===== config.mk =====
export PLATFORM = sky130hd
export DESIGN_NAME = pipe_ctrl_flat
export DESIGN_NICKNAME = d
export VERILOG_FILES = /design/src/rtl/core_pkg.sv /design/src/rtl/pipe_ctrl_if.sv /design/src/rtl/pipe_ctrl_sat_cnt.sv /design/src/rtl/pipe_ctrl.sv /design/src/flat_wrapper.sv
export SDC_FILE = /design/constraint.sdc
export NUM_CORES = 1
export LEC_CHECK = 0
export BUFFER_PORTS_ARGS = -buffer_cell sky130_fd_sc_hd__buf_2
export CAP_MARGIN = 20
export CORE_MARGIN = 4
export CORE_UTILIZATION = 45
export CTS_BUF_LIST = sky130_fd_sc_hd__clkbuf_8
export DETAILED_ROUTE_END_ITERATION = 16
export HOLD_SLACK_MARGIN = 0.03
export MAX_ROUTING_LAYER = met4
export PLACE_DENSITY = 0.8
export SYNTH_ARGS = -nofsm -noshare
export SYNTH_HDL_FRONTEND = slang
export SYNTH_HIERARCHICAL = 1
export SYNTH_SLANG_ARGS = --single-unit

===== constraint.sdc =====
create_clock -name clk -period 3.3 [get_ports clk]
set_input_delay 0.66 -clock clk [delete_from_list [all_inputs] [get_ports clk]]
set_output_delay 0.66 -clock clk [all_outputs]
set_load 0.005 [all_outputs]

===== src/rtl/core_pkg.sv =====
// Shared types and constants for the RV32I pipeline control logic.
package core_pkg;

  typedef enum logic [0:0] {
    RUN     = 1'b0,
    MC_WAIT = 1'b1
  } pc_state_e;

  localparam logic [31:0] NOP_INST = 32'h0000_0013;
  localparam logic [4:0]  REG_ZERO = 5'd0;

  // Values loaded into the controller's registers on reset
  localparam pc_state_e RST_STATE   = RUN;
  localparam logic      RST_TIMEOUT = 1'b0;

endpackage


===== src/rtl/pipe_ctrl_if.sv =====
// Hazard inputs from id/ex and control outputs toward pc, if_id and id_ex.
interface pipe_ctrl_if #(
  parameter int CNT_W = 32
);
  logic             jump_en_i;
  logic [31:0]      jump_addr_i;
  logic [4:0]       id_rs1_addr_i;
  logic [4:0]       id_rs2_addr_i;
  logic             id_rs1_ren_i;
  logic             id_rs2_ren_i;
  logic [4:0]       ex_rd_addr_i;
  logic             ex_rd_wen_i;
  logic             ex_is_load_i;
  logic             mc_req_i;
  logic             mc_done_i;
  logic             pc_hold_o;
  logic             if_id_hold_o;
  logic             if_id_flush_o;
  logic             id_ex_hold_o;
  logic             id_ex_bubble_o;
  logic             pc_jump_en_o;
  logic [31:0]      pc_jump_addr_o;
  logic             mc_timeout_o;
  logic [CNT_W-1:0] stall_cnt_o;
  logic [CNT_W-1:0] flush_cnt_o;

  // Core side: produces hazard information, consumes control
  modport master (
    output jump_en_i, jump_addr_i, id_rs1_addr_i, id_rs2_addr_i,
           id_rs1_ren_i, id_rs2_ren_i, ex_rd_addr_i, ex_rd_wen_i,
           ex_is_load_i, mc_req_i, mc_done_i,
    input  pc_hold_o, if_id_hold_o, if_id_flush_o, id_ex_hold_o,
           id_ex_bubble_o, pc_jump_en_o, pc_jump_addr_o, mc_timeout_o,
           stall_cnt_o, flush_cnt_o
  );

  // Controller side
  modport slave (
    input  jump_en_i, jump_addr_i, id_rs1_addr_i, id_rs2_addr_i,
           id_rs1_ren_i, id_rs2_ren_i, ex_rd_addr_i, ex_rd_wen_i,
           ex_is_load_i, mc_req_i, mc_done_i,
    output pc_hold_o, if_id_hold_o, if_id_flush_o, id_ex_hold_o,
           id_ex_bubble_o, pc_jump_en_o, pc_jump_addr_o, mc_timeout_o,
           stall_cnt_o, flush_cnt_o
  );
endinterface


===== src/rtl/pipe_ctrl_sat_cnt.sv =====
// Saturating up-counter used for the stall/flush performance counters.
module sat_cnt #(
  parameter int W = 32
) (
  input  logic         clk,
  input  logic         rst,
  input  logic         inc,
  output logic [W-1:0] count
);

  // Count up on inc, stick at all-ones instead of wrapping
  always_ff @(posedge clk) begin
    if (rst) begin
      count <= '0;
    end else if (inc && (count != '1)) begin
      count <= count + W'(1);
    end
  end

endmodule


===== src/rtl/pipe_ctrl.sv =====
// Pipeline controller: redirect, multi-cycle busy and load-use hazards.
module pipe_ctrl
  import core_pkg::*;
#(
  parameter int CNT_W  = 32,
  parameter int MC_MAX = 64,
  parameter int WD_W   = 7
) (
  input  logic       clk,
  input  logic       rst,
  pipe_ctrl_if.slave bus
);

  pc_state_e        state_q, state_d;
  logic [WD_W-1:0]  wd_q, wd_d;
  logic             timeout_q, timeout_d;
  logic             lu;
  logic             pc_hold, if_id_hold, if_id_flush, id_ex_hold, id_ex_bubble;
  logic             jump_en;
  logic [31:0]      jump_addr;
  logic [CNT_W-1:0] stall_cnt, flush_cnt;

  // A load writing a non-zero rd that the id instruction actually reads
  assign lu = bus.ex_is_load_i & bus.ex_rd_wen_i & (bus.ex_rd_addr_i != REG_ZERO) &
              ((bus.id_rs1_ren_i & (bus.id_rs1_addr_i == bus.ex_rd_addr_i)) |
               (bus.id_rs2_ren_i & (bus.id_rs2_addr_i == bus.ex_rd_addr_i)));

  // State, watchdog and sticky timeout registers
  always_ff @(posedge clk) begin
    if (rst) begin
      state_q   <= RST_STATE;
      wd_q      <= '0;
      timeout_q <= RST_TIMEOUT;
    end else begin
      state_q   <= state_d;
      wd_q      <= wd_d;
      timeout_q <= timeout_d;
    end
  end

  // Hazard resolution: redirect beats multi-cycle busy beats load-use
  always_comb begin
    state_d      = state_q;
    wd_d         = wd_q;
    timeout_d    = timeout_q;
    pc_hold      = 1'b0;
    if_id_hold   = 1'b0;
    if_id_flush  = 1'b0;
    id_ex_hold   = 1'b0;
    id_ex_bubble = 1'b0;
    jump_en      = 1'b0;
    jump_addr    = '0;
    case (state_q)
      RUN: begin
        if (bus.jump_en_i) begin
          // The id instruction is being killed, so its hazards do not matter
          jump_en      = 1'b1;
          jump_addr    = bus.jump_addr_i;
          if_id_flush  = 1'b1;
          id_ex_bubble = 1'b1;
        end else if (bus.mc_req_i) begin
          if (!bus.mc_done_i) begin
            pc_hold    = 1'b1;
            if_id_hold = 1'b1;
            id_ex_hold = 1'b1;
            wd_d       = WD_W'(1);
            state_d    = MC_WAIT;
          end
        end else if (lu) begin
          // One bubble is enough: next cycle the load value is forwarded from mem
          pc_hold      = 1'b1;
          if_id_hold   = 1'b1;
          id_ex_bubble = 1'b1;
        end
      end
      MC_WAIT: begin
        // ex is frozen here, so redirect and load-use are not evaluated
        if (bus.mc_done_i) begin
          state_d = RUN;
          wd_d    = '0;
        end else if (wd_q == WD_W'(MC_MAX - 1)) begin
          timeout_d = 1'b1;
          wd_d      = '0;
          state_d   = RUN;
        end else begin
          pc_hold    = 1'b1;
          if_id_hold = 1'b1;
          id_ex_hold = 1'b1;
          wd_d       = wd_q + WD_W'(1);
        end
      end
      default: state_d = RUN;
    endcase
    // Keep the pipeline quiet while reset is asserted
    if (rst) begin
      pc_hold      = 1'b0;
      if_id_hold   = 1'b0;
      if_id_flush  = 1'b0;
      id_ex_hold   = 1'b0;
      id_ex_bubble = 1'b0;
      jump_en      = 1'b0;
      jump_addr    = '0;
    end
  end

  sat_cnt #(.W(CNT_W)) u_stall_cnt (
    .clk   (clk),
    .rst   (rst),
    .inc   (pc_hold),
    .count (stall_cnt)
  );

  sat_cnt #(.W(CNT_W)) u_flush_cnt (
    .clk   (clk),
    .rst   (rst),
    .inc   (jump_en),
    .count (flush_cnt)
  );

  assign bus.pc_hold_o      = pc_hold;
  assign bus.if_id_hold_o   = if_id_hold;
  assign bus.if_id_flush_o  = if_id_flush;
  assign bus.id_ex_hold_o   = id_ex_hold;
  assign bus.id_ex_bubble_o = id_ex_bubble;
  assign bus.pc_jump_en_o   = jump_en;
  assign bus.pc_jump_addr_o = jump_addr;
  assign bus.mc_timeout_o   = timeout_q;
  assign bus.stall_cnt_o    = stall_cnt;
  assign bus.flush_cnt_o    = flush_cnt;

endmodule


===== src/flat_wrapper.sv =====
// flat-port wrapper written by rule: the top's interface ports become plain ports
module pipe_ctrl_flat import core_pkg::*;
#(
  parameter int CNT_W  = 32,
  parameter int MC_MAX = 64,
  parameter int WD_W   = 7
)
  (clk, rst, bus_jump_en_i, bus_jump_addr_i, bus_id_rs1_addr_i, bus_id_rs2_addr_i, bus_id_rs1_ren_i, bus_id_rs2_ren_i, bus_ex_rd_addr_i, bus_ex_rd_wen_i, bus_ex_is_load_i, bus_mc_req_i, bus_mc_done_i, bus_pc_hold_o, bus_if_id_hold_o, bus_if_id_flush_o, bus_id_ex_hold_o, bus_id_ex_bubble_o, bus_pc_jump_en_o, bus_pc_jump_addr_o, bus_mc_timeout_o, bus_stall_cnt_o, bus_flush_cnt_o);
  pipe_ctrl_if #(.CNT_W(CNT_W)) bus_i ();
  input  logic clk;
  input  logic rst;
  input wire logic [$bits(bus_i.jump_en_i)-1:0] bus_jump_en_i;
  input wire logic [$bits(bus_i.jump_addr_i)-1:0] bus_jump_addr_i;
  input wire logic [$bits(bus_i.id_rs1_addr_i)-1:0] bus_id_rs1_addr_i;
  input wire logic [$bits(bus_i.id_rs2_addr_i)-1:0] bus_id_rs2_addr_i;
  input wire logic [$bits(bus_i.id_rs1_ren_i)-1:0] bus_id_rs1_ren_i;
  input wire logic [$bits(bus_i.id_rs2_ren_i)-1:0] bus_id_rs2_ren_i;
  input wire logic [$bits(bus_i.ex_rd_addr_i)-1:0] bus_ex_rd_addr_i;
  input wire logic [$bits(bus_i.ex_rd_wen_i)-1:0] bus_ex_rd_wen_i;
  input wire logic [$bits(bus_i.ex_is_load_i)-1:0] bus_ex_is_load_i;
  input wire logic [$bits(bus_i.mc_req_i)-1:0] bus_mc_req_i;
  input wire logic [$bits(bus_i.mc_done_i)-1:0] bus_mc_done_i;
  output wire logic [$bits(bus_i.pc_hold_o)-1:0] bus_pc_hold_o;
  output wire logic [$bits(bus_i.if_id_hold_o)-1:0] bus_if_id_hold_o;
  output wire logic [$bits(bus_i.if_id_flush_o)-1:0] bus_if_id_flush_o;
  output wire logic [$bits(bus_i.id_ex_hold_o)-1:0] bus_id_ex_hold_o;
  output wire logic [$bits(bus_i.id_ex_bubble_o)-1:0] bus_id_ex_bubble_o;
  output wire logic [$bits(bus_i.pc_jump_en_o)-1:0] bus_pc_jump_en_o;
  output wire logic [$bits(bus_i.pc_jump_addr_o)-1:0] bus_pc_jump_addr_o;
  output wire logic [$bits(bus_i.mc_timeout_o)-1:0] bus_mc_timeout_o;
  output wire logic [$bits(bus_i.stall_cnt_o)-1:0] bus_stall_cnt_o;
  output wire logic [$bits(bus_i.flush_cnt_o)-1:0] bus_flush_cnt_o;
  assign bus_i.jump_en_i = bus_jump_en_i;
  assign bus_i.jump_addr_i = bus_jump_addr_i;
  assign bus_i.id_rs1_addr_i = bus_id_rs1_addr_i;
  assign bus_i.id_rs2_addr_i = bus_id_rs2_addr_i;
  assign bus_i.id_rs1_ren_i = bus_id_rs1_ren_i;
  assign bus_i.id_rs2_ren_i = bus_id_rs2_ren_i;
  assign bus_i.ex_rd_addr_i = bus_ex_rd_addr_i;
  assign bus_i.ex_rd_wen_i = bus_ex_rd_wen_i;
  assign bus_i.ex_is_load_i = bus_ex_is_load_i;
  assign bus_i.mc_req_i = bus_mc_req_i;
  assign bus_i.mc_done_i = bus_mc_done_i;
  assign bus_pc_hold_o = bus_i.pc_hold_o;
  assign bus_if_id_hold_o = bus_i.if_id_hold_o;
  assign bus_if_id_flush_o = bus_i.if_id_flush_o;
  assign bus_id_ex_hold_o = bus_i.id_ex_hold_o;
  assign bus_id_ex_bubble_o = bus_i.id_ex_bubble_o;
  assign bus_pc_jump_en_o = bus_i.pc_jump_en_o;
  assign bus_pc_jump_addr_o = bus_i.pc_jump_addr_o;
  assign bus_mc_timeout_o = bus_i.mc_timeout_o;
  assign bus_stall_cnt_o = bus_i.stall_cnt_o;
  assign bus_flush_cnt_o = bus_i.flush_cnt_o;
  pipe_ctrl #(.CNT_W(CNT_W), .MC_MAX(MC_MAX), .WD_W(WD_W)) u_core (.clk(clk), .rst(rst), .bus(bus_i));
endmodule

==> results of run 1 <==
-- critical path, stage by stage, from the launching register on --
cell and delay [ns]:
dfxtp_1 0.34, ha_1 0.25, and3_1 0.21, a41o_1 0.27, a211oi_2 0.32, a41o_1 0.17, nand4_1 0.17, nor4_2 0.26
buf_4 0.18, nand4_1 0.10, nor4_1 0.26, mux2_2 0.37
-- sequential cells by signal (all words and copies together) (netlist names) --
name and cells:
u_core/u_flush_cnt/count 32, u_core/u_stall_cnt/count 32, u_core/wd_q 7, u_core/bus.mc_timeout_o 1
u_core/state_q 1
-- layout make-up --
cell class / instances / area share, %
antenna: 1 / 0.0466
clock buffer: 10 / 2.57
clock inverter: 6 / 1.98
inverter: 6 / 0.420
multi-input combinational: 403 / 48.3
sequential: 73 / 27.2
tap: 108 / 2.52
timing repair buffer: 174 / 17.0
-- cells by family (layout without fill, tap and decap cells) --
family	after synthesis	after routing	synth area share [%]
buffers and inverters	38	196	3.82
DFF	73	73	34.8
other	0	1	0
xor gates and xnor gates	24	24	5.01
muxes	6	6	1.55
AOI/OAI and AO/OA	121	121	18.9
adders and majority gates	3	3	0.894
and+or+nand+nor	249	249	35.1
-- power breakdown --
| part | total, uW | internal (uW) | switching, uW |
|---|---|---|---|
| Sequential | 891 | 885 | 6.63 |
| Clock | 846 | 519 | 328 |
| Combinational | 151 | 73.2 | 77.4 |
| Total | 1890 | 1480 | 412 |
-- stage by stage --
| stage | hold WS, ns | std cells | total power, uW | util (%) | setup WS (ns) |
|---|---|---|---|---|---|
| finish | 0.474 | 781 | 1890 | 60.3 | 0.274 |
| global route | 0.500 | 781 | 1970 | 60.3 | 0.0591 |
| CTS | 0.476 | 780 | 1910 | 60.3 | 0.318 |
| detailed placement | 0.458 | 764 | 1060 | 57.6 | 0.290 |
| global placement | 0.458 | 764 | 1060 | 57.6 | 0.409 |
| floorplan | 0.448 | 514 | 989 | - | 0.172 |
-- cells in the final DEF, fill, tap and decap left out, types with 3 or more instances in the layout --
cell type	n
bufinv_16	3
buf_2	158
xnor2_1	22
a21o_1	3
buf_4	16
clkbuf_8	10
and3_1	39
nand3_1	28
nor2_1	38
nand4_1	22
or3_1	21
a211oi_1	3
a2111oi_0	4
nor4_2	4
and4_1	8
nand3b_1	3
nor2b_1	4
dfxtp_1	73
o21ai_0	21
a21oi_1	50
nor4_1	6
nand2_1	24
nor3_1	6
ha_1	3
or4_1	24
o31ai_1	24
inv_1	7
nor3b_1	4
and2_1	3
-- path summary, 6_finish.rpt --
path	from	endpoint	slack, ns
min reg2reg	u_core/bus.mc_timeout_o	u_core/bus.mc_timeout_o	0.47
max reg2reg	u_core/wd_q[0]	u_core/u_stall_cnt/count[31]	0.27
max	u_core/wd_q[0]	u_core/u_stall_cnt/count[31]	0.27
min	u_core/bus.mc_timeout_o	u_core/bus.mc_timeout_o	0.47
-- routing by layer --
metal / global-route usage [%] / wire length, um
met1: 26.9 / 5190
met2: 37.7 / 5870
met3: 5.67 / 901
met4: 7.03 / 233
met5: - / 0
==> impl_metrics.toml, run 1 <==
[die]
rows = 34
die_area_um2 = 10900
die_x_um = 105
start_util_pct = 47.2
num_io_pins = 159
core_area_um2 = 8890
die_h_um = 105

[cts]
cts_tree = "yes"
cts_resized = 0
holdBufCountCts = 0
cts_setup_buffers = 0
numCtsBuffers = 9
cts_buffer_depth = 2
htree_levels = 3
clock-sinks = 73
clk_latency_ns = 0.35
root_buffer = "clkbuf_8"
clk_pin_slew_ns = 0.08

[sta]
worstMarginPinSlew_ns = 0.735
skew_ns = 0.0116
finalCriticalPeriod_ns = 3.03
rsz0062_at_grt = "false"
fin_crit_sh_pct = 91.7
drv_slew = 0
max_slew_margin_pct = 51.0
hold_viol_final = 0
fmax_mhz = 330
setup_viol = 0
setup_tns_ns = 0

[power]
p_leak_uw = 0.00226
p_per_area_nw_per_um2 = 352
ir_drop_v = 0.000194

[grt]
track_usage_pct = 22.6
grt_max_degree = 72
grt_pass1_wl_um = 20300
first_global_vias = 4321
grt_overflow_total = 0
antenna_found_initial = 1

[cells_and_area]
multi_input_area_um2 = 2590
synthToLayoutAreaGrowth_pct = 27.8
fin_nets = 726
ff_latch_area_um2 = 1460
stdcell_area_um2 = 5370
drive_gt1_share_pct = 31.4
nFillCells = 809

[detailed_routing]
vias_per_cell = 5.90
drc = 0
wirelength_um = 12200
first_iter_violations = 335
num_vias = 4607
ant_nets = 0
post_drt_wl_per_cell_um = 15.6
first_pass_iters = 6

[logic_synthesis]
ys.flop_type = "dfxtp_1"
synth_edf_count = 0
synth.distinct_cells = 52
netlist_area_um2 = 4200
yosysTopAreaCellShare_pct = 34.8
yosys_register_bits = 73
postSynthCellCount = 514
syn_nets = 573
ys_warn_count = 6
synth_seq_area_share_pct = 34.8
synth.top_cells.by_area = "dfxtp_1 35%, a21oi_1 6.0%, and3_1 5.8%"
synth_largest_area_cell = "dfxtp_1"
async_flop_share_pct = 0
syn_area_per_cell_um2 = 8.17
synth_top_cells_by_count = "73 x dfxtp_1, 50 x a21oi_1, 39 x and3_1"
synth.most_common_cell = "dfxtp_1"

[placed_design]
postPlaceCellArea_um2 = 5120
portBuffers = 158
gp_congestion = 0.898
hpwl_um = 9090

[flow_run]
drv_cap = 0

[worst_setup_path]
cp-start-kind = "register"
cp.required_ns = 3.53
crit_fanout = 6
reg2reg_depth = 11
worstPathArrival_ns = 3.26
end_kind = "register"
crit_type = "reg2reg"

[hold_path]
whs_path_depth = 2
worstHoldPathType = "reg2reg"

[outcome]
status = "completed"
Note: power is estimated with default switching activity, not from simulation.
==> inputs of run 2 (changes only) <==
Settings changed: CORE_ASPECT_RATIO set to 1.1, CORE_UTILIZATION 45 to 25, CTS_BUF_LIST sky130_fd_sc_hd__clkbuf_8 to unset, PLACE_DENSITY 0.8 to 0.52.
==> impl_metrics.toml, run 2 (same netlist as run 1, synthesis figures left out) <==
[outcome]
status = "completed"

[grt]
grt_pass1_wl_um = 21500
antenna_found_initial = 0
first_global_vias = 4404
grt_overflow_total = 0
grt_max_degree = 37
track_usage_pct = 14.1

[sta]
setup_tns_ns = 0
fin_crit_sh_pct = 90.0
hold_viol_final = 0
drv_slew = 0
fmax_mhz = 337
finalCriticalPeriod_ns = 2.97
skew_ns = 0.00941
setup_viol = 0
worstMarginPinSlew_ns = 0.687
max_slew_margin_pct = 53.8
rsz0062_at_grt = "false"

[die]
die_area_um2 = 18900
die_h_um = 144
rows = 49
start_util_pct = 25.5
core_area_um2 = 16400
die_x_um = 132
num_io_pins = 159

[cts]
numCtsBuffers = 9
root_buffer = "clkbuf_16"
cts_tree = "yes"
htree_levels = 3
clk_pin_slew_ns = 0.06
cts_buffer_depth = 2
cts_setup_buffers = 0
holdBufCountCts = 0
clk_latency_ns = 0.34
cts_resized = 0
clock-sinks = 73

[detailed_routing]
vias_per_cell = 5.20
first_pass_iters = 4
wirelength_um = 13100
first_iter_violations = 234
post_drt_wl_per_cell_um = 15.0
drc = 0
num_vias = 4560
ant_nets = 0

[worst_setup_path]
crit_fanout = 6
crit_type = "reg2reg"
max_stage_delay_ns = 0.36
cp.required_ns = 3.52
crit_chain = "ha_1 -> and3_1 -> a41o_1 -> a211oi_2 -> a41o_1 -> nand4_1 -> nor4_2 -> buf_4 -> nand4_1 -> nor4_1 -> mux2_2"
cp_top_family = "simple AND/OR/NAND/NOR gates"
cpMaxStageDelayCell = "mux2_2"
end_kind = "register"
path_buf_inv = 1
worstPathArrival_ns = 3.19
cp-start-kind = "register"

[placed_design]
gp_congestion = 0.800
hpwl_um = 9750
portBuffers = 158

[power]
p_per_area_nw_per_um2 = 367
p_leak_uw = 0.00229
ir_drop_v = 0.000211

[cells_and_area]
antenna_cells = 0
layout_commonest_cell = "buf_2"
synthToLayoutAreaGrowth_pct = 32.3
reg.largest.list = "u_core/u_flush_cnt/count x32, u_core/u_stall_cnt/count x32, u_core/wd_q x7"
final_util_pct = 33.8
drive_gt1_share_pct = 31.4
fin_nets = 728
final_cell_mix = "158 x buf_2, 73 x dfxtp_1, 50 x a21oi_1, 39 x and3_1, 38 x nor2_1"

[hold_path]
worstHoldPathType = "reg2reg"

[flow_run]
drv_cap = 0
==> run 2: cell count changes in the layout (fill, tap and decap cells not counted), sizes merged <==
| cell | delta |
|---|---|
| clkbuf | +3 |
| buf | +2 |
| bufinv | -2 |
| clkinv | -1 |
| diode | -1 |
| inv | -1 |
==> run 2: worst min-delay path, delay by kind of cell, from the launching register on <==
| family | cells | cell delay, ns |
|---|---|---|
| flops | 1 | 0.32 |
| simple gates | 1 | 0.08 |
| compound gates | 1 | 0.04 |
==> run 2: where the power goes <==
group | switching [uW] | internal (uW) | total [uW]
registers | 6.65 | 886 | 893
clock network | 367 | 623 | 990
logic | 78.1 | 74.9 | 153
total | 452 | 1580 | 2040
==> run 2: per-stage QoR <==
stage / hold WS, ns / instances / cell area [um^2] / worst slack, ns / power [uW]
after global placement: 0.456 / 862 / 5250 / 0.320 / 1060
final: 0.473 / 877 / 5550 / 0.331 / 2040
after floorplan: 0.448 / 514 / 4200 / 0.172 / 989
after detailed placement: 0.464 / 862 / 5250 / 0.292 / 1070
after CTS: 0.480 / 877 / 5550 / 0.338 / 2070
after global routing: 0.513 / 877 / 5550 / 0.154 / 2140
==> run 2: path summary, 6_finish.rpt <==
path                      startpoint                      endpoint  slack, ns  depth (start not counted)
max                   u_core/wd_q[0]  u_core/u_stall_cnt/count[31]       0.33                         11
min          u_core/bus.mc_timeout_o       u_core/bus.mc_timeout_o       0.47                          2
max reg2reg           u_core/wd_q[0]  u_core/u_stall_cnt/count[31]       0.33                         11
min reg2reg  u_core/bus.mc_timeout_o       u_core/bus.mc_timeout_o       0.47                          2
==> run 2: area by class of cell <==
class	instances	area, um^2
clock buffers	13	260
inverters	6	22.5
repair buffers	176	926
clock inverters	2	37.5
well taps	204	255
multi-input cells	403	2590
fillers	1736	10900
flip-flops and latches	73	1460
==> run 2: per-layer routing <==
layer | global-route usage (%) | part of all wire [%]
met5 | - | 0
met4 | 6.08 | 1.5
met3 | 3.26 | 5.1
met2 | 24.1 | 49
met1 | 16.1 | 44
==> inputs of run 3 (changes only) <==
Settings changed: CORE_UTILIZATION 25 to 50, PLACE_DENSITY 0.52 to 0.87.
==> impl_metrics.toml, run 3 (same netlist as run 1, synthesis figures left out) <==
[outcome]
status = "completed"

[detailed_routing]
ant_nets = 0
first_iter_violations = 297
route.met3.wl_um = 844
vias_per_cell = 5.91
first_pass_iters = 5
dr_wl_met2_um = 6370
post_drt_wl_per_cell_um = 16.0
top_layer_used = "met4"
drc = 0
wirelength_um = 12500
drt-met1-wl_um = 5100
num_vias = 4616

[worst_setup_path]
r2r_end = "u_core/u_stall_cnt/count[29]"
crit_type = "reg2reg"
cp.required_ns = 3.59
cp-start-kind = "register"
crit_fanout = 5
end_kind = "register"
reg2reg_slack_ns = 0.26
cp-startpoint = "u_core/wd_q[0]"
worstPathArrival_ns = 3.32
reg2reg_depth = 11
crit-reg2reg-launch = "u_core/wd_q[0]"

[die]
die_area_um2 = 9930
num_io_pins = 159
die_x_um = 95.4
core_area_um2 = 8040
rows = 34
die_h_um = 104
start_util_pct = 52.2

[cells_and_area]
synthToLayoutAreaGrowth_pct = 28.0
final_cell_mix = "158 x buf_2, 73 x dfxtp_1, 50 x a21oi_1, 39 x and3_1, 38 x nor2_1"
final_util_pct = 66.8
drive_gt1_share_pct = 31.5
layout_commonest_cell = "buf_2"
reg.largest.list = "u_core/u_flush_cnt/count x32, u_core/u_stall_cnt/count x32, u_core/wd_q x7"
fin_nets = 726

[grt]
grt_pass1_wl_um = 20000
grt_overflow_total = 0
first_global_vias = 4236
antenna_found_initial = 1
grt_max_degree = 53
track_usage_pct = 25.2

[cts]
htree_levels = 3
clk_latency_ns = 0.36
holdBufCountCts = 0
numCtsBuffers = 9
clock-sinks = 73
root_buffer = "clkbuf_8"
cts_buffer_depth = 2
cts_setup_buffers = 0
clk_pin_slew_ns = 0.08
cts_resized = 0
cts_tree = "yes"

[sta]
hold_viol_final = 0
setup_viol = 0
fmax_mhz = 329
rsz0062_at_grt = "false"
max_slew_margin_pct = 52.6
drv_slew = 0
worstMarginPinSlew_ns = 0.706
finalCriticalPeriod_ns = 3.04
fin_crit_sh_pct = 92.0
setup_tns_ns = 0
skew_ns = 0.0141

[power]
p_per_area_nw_per_um2 = 359
ir_drop_v = 0.000297
p_leak_uw = 0.00226

[placed_design]
portBuffers = 158
gp_congestion = 0.883
hpwl_um = 9140

[flow_run]
drv_cap = 0

[hold_path]
whs_path_depth = 2
hold_path_startpoint = "u_core/bus.mc_timeout_o"
worstHoldPathType = "reg2reg"
hold_end = "u_core/bus.mc_timeout_o"
==> run 3: layout make-up <==
cell class	instances	area [um^2]
Fill cell	710	2670
Timing Repair Buffer	174	911
Clock buffer	9	124
Multi-Input combinational cell	403	2590
Inverter	6	22.5
Sequential cell	73	1460
Antenna cell	1	2.50
Tap cell	108	135
Clock inverter	7	126
==> run 3: power breakdown <==
part | switching (uW) | total (uW) | internal (uW)
combinational | 77.4 | 151 | 73.8
clock | 375 | 886 | 511
sequential | 6.24 | 891 | 884
total | 459 | 1930 | 1470
==> run 3: metrics by stage <==
stage | power (uW) | hold slack (ns) | cells | area, um^2 | setup WS [ns]
after floorplan | 989 | 0.448 | 514 | 4200 | 0.172
after global placement | 1060 | 0.455 | 764 | 5120 | 0.391
after detailed placement | 1060 | 0.458 | 764 | 5120 | 0.304
after CTS | 1940 | 0.479 | 780 | 5370 | 0.324
after global routing | 2000 | 0.518 | 781 | 5370 | 0.0172
final | 1930 | 0.474 | 781 | 5370 | 0.263
==> run 3: worst max path at each step <==
stage	to	slack, ns	depth (start not counted)
6_report	u_core/u_stall_cnt/count[29]	0.26	11
5_1_grt	u_core/u_stall_cnt/count[25]	0.02	11
4_1_cts	u_core/u_stall_cnt/count[29]	0.32	11
3_5_place_dp	u_core/u_stall_cnt/count[29]	0.30	11
3_3_place_gp	u_core/u_stall_cnt/count[29]	0.39	11
2_1_floorplan	u_core/u_stall_cnt/count[31]	0.17	10
==> run 3: critical path, stage by stage, from the launching register on <==
cell and delay [ns]:
dfxtp_1 0.34, ha_1 0.24, and3_1 0.20, a41o_1 0.27, a211oi_2 0.27, a41o_1 0.17
nand4_1 0.25, nor4_2 0.36, buf_4 0.19, nand4_1 0.10, or4_1 0.42, a21oi_1 0.15
==> run 3: layer usage <==
metal | track usage, % | vias to the layer above
met5 | - | -
met4 | 7.73 | 0
met3 | 5.57 | 20
met2 | 41.8 | 162
met1 | 30.2 | 2170
li1 | - | 2264
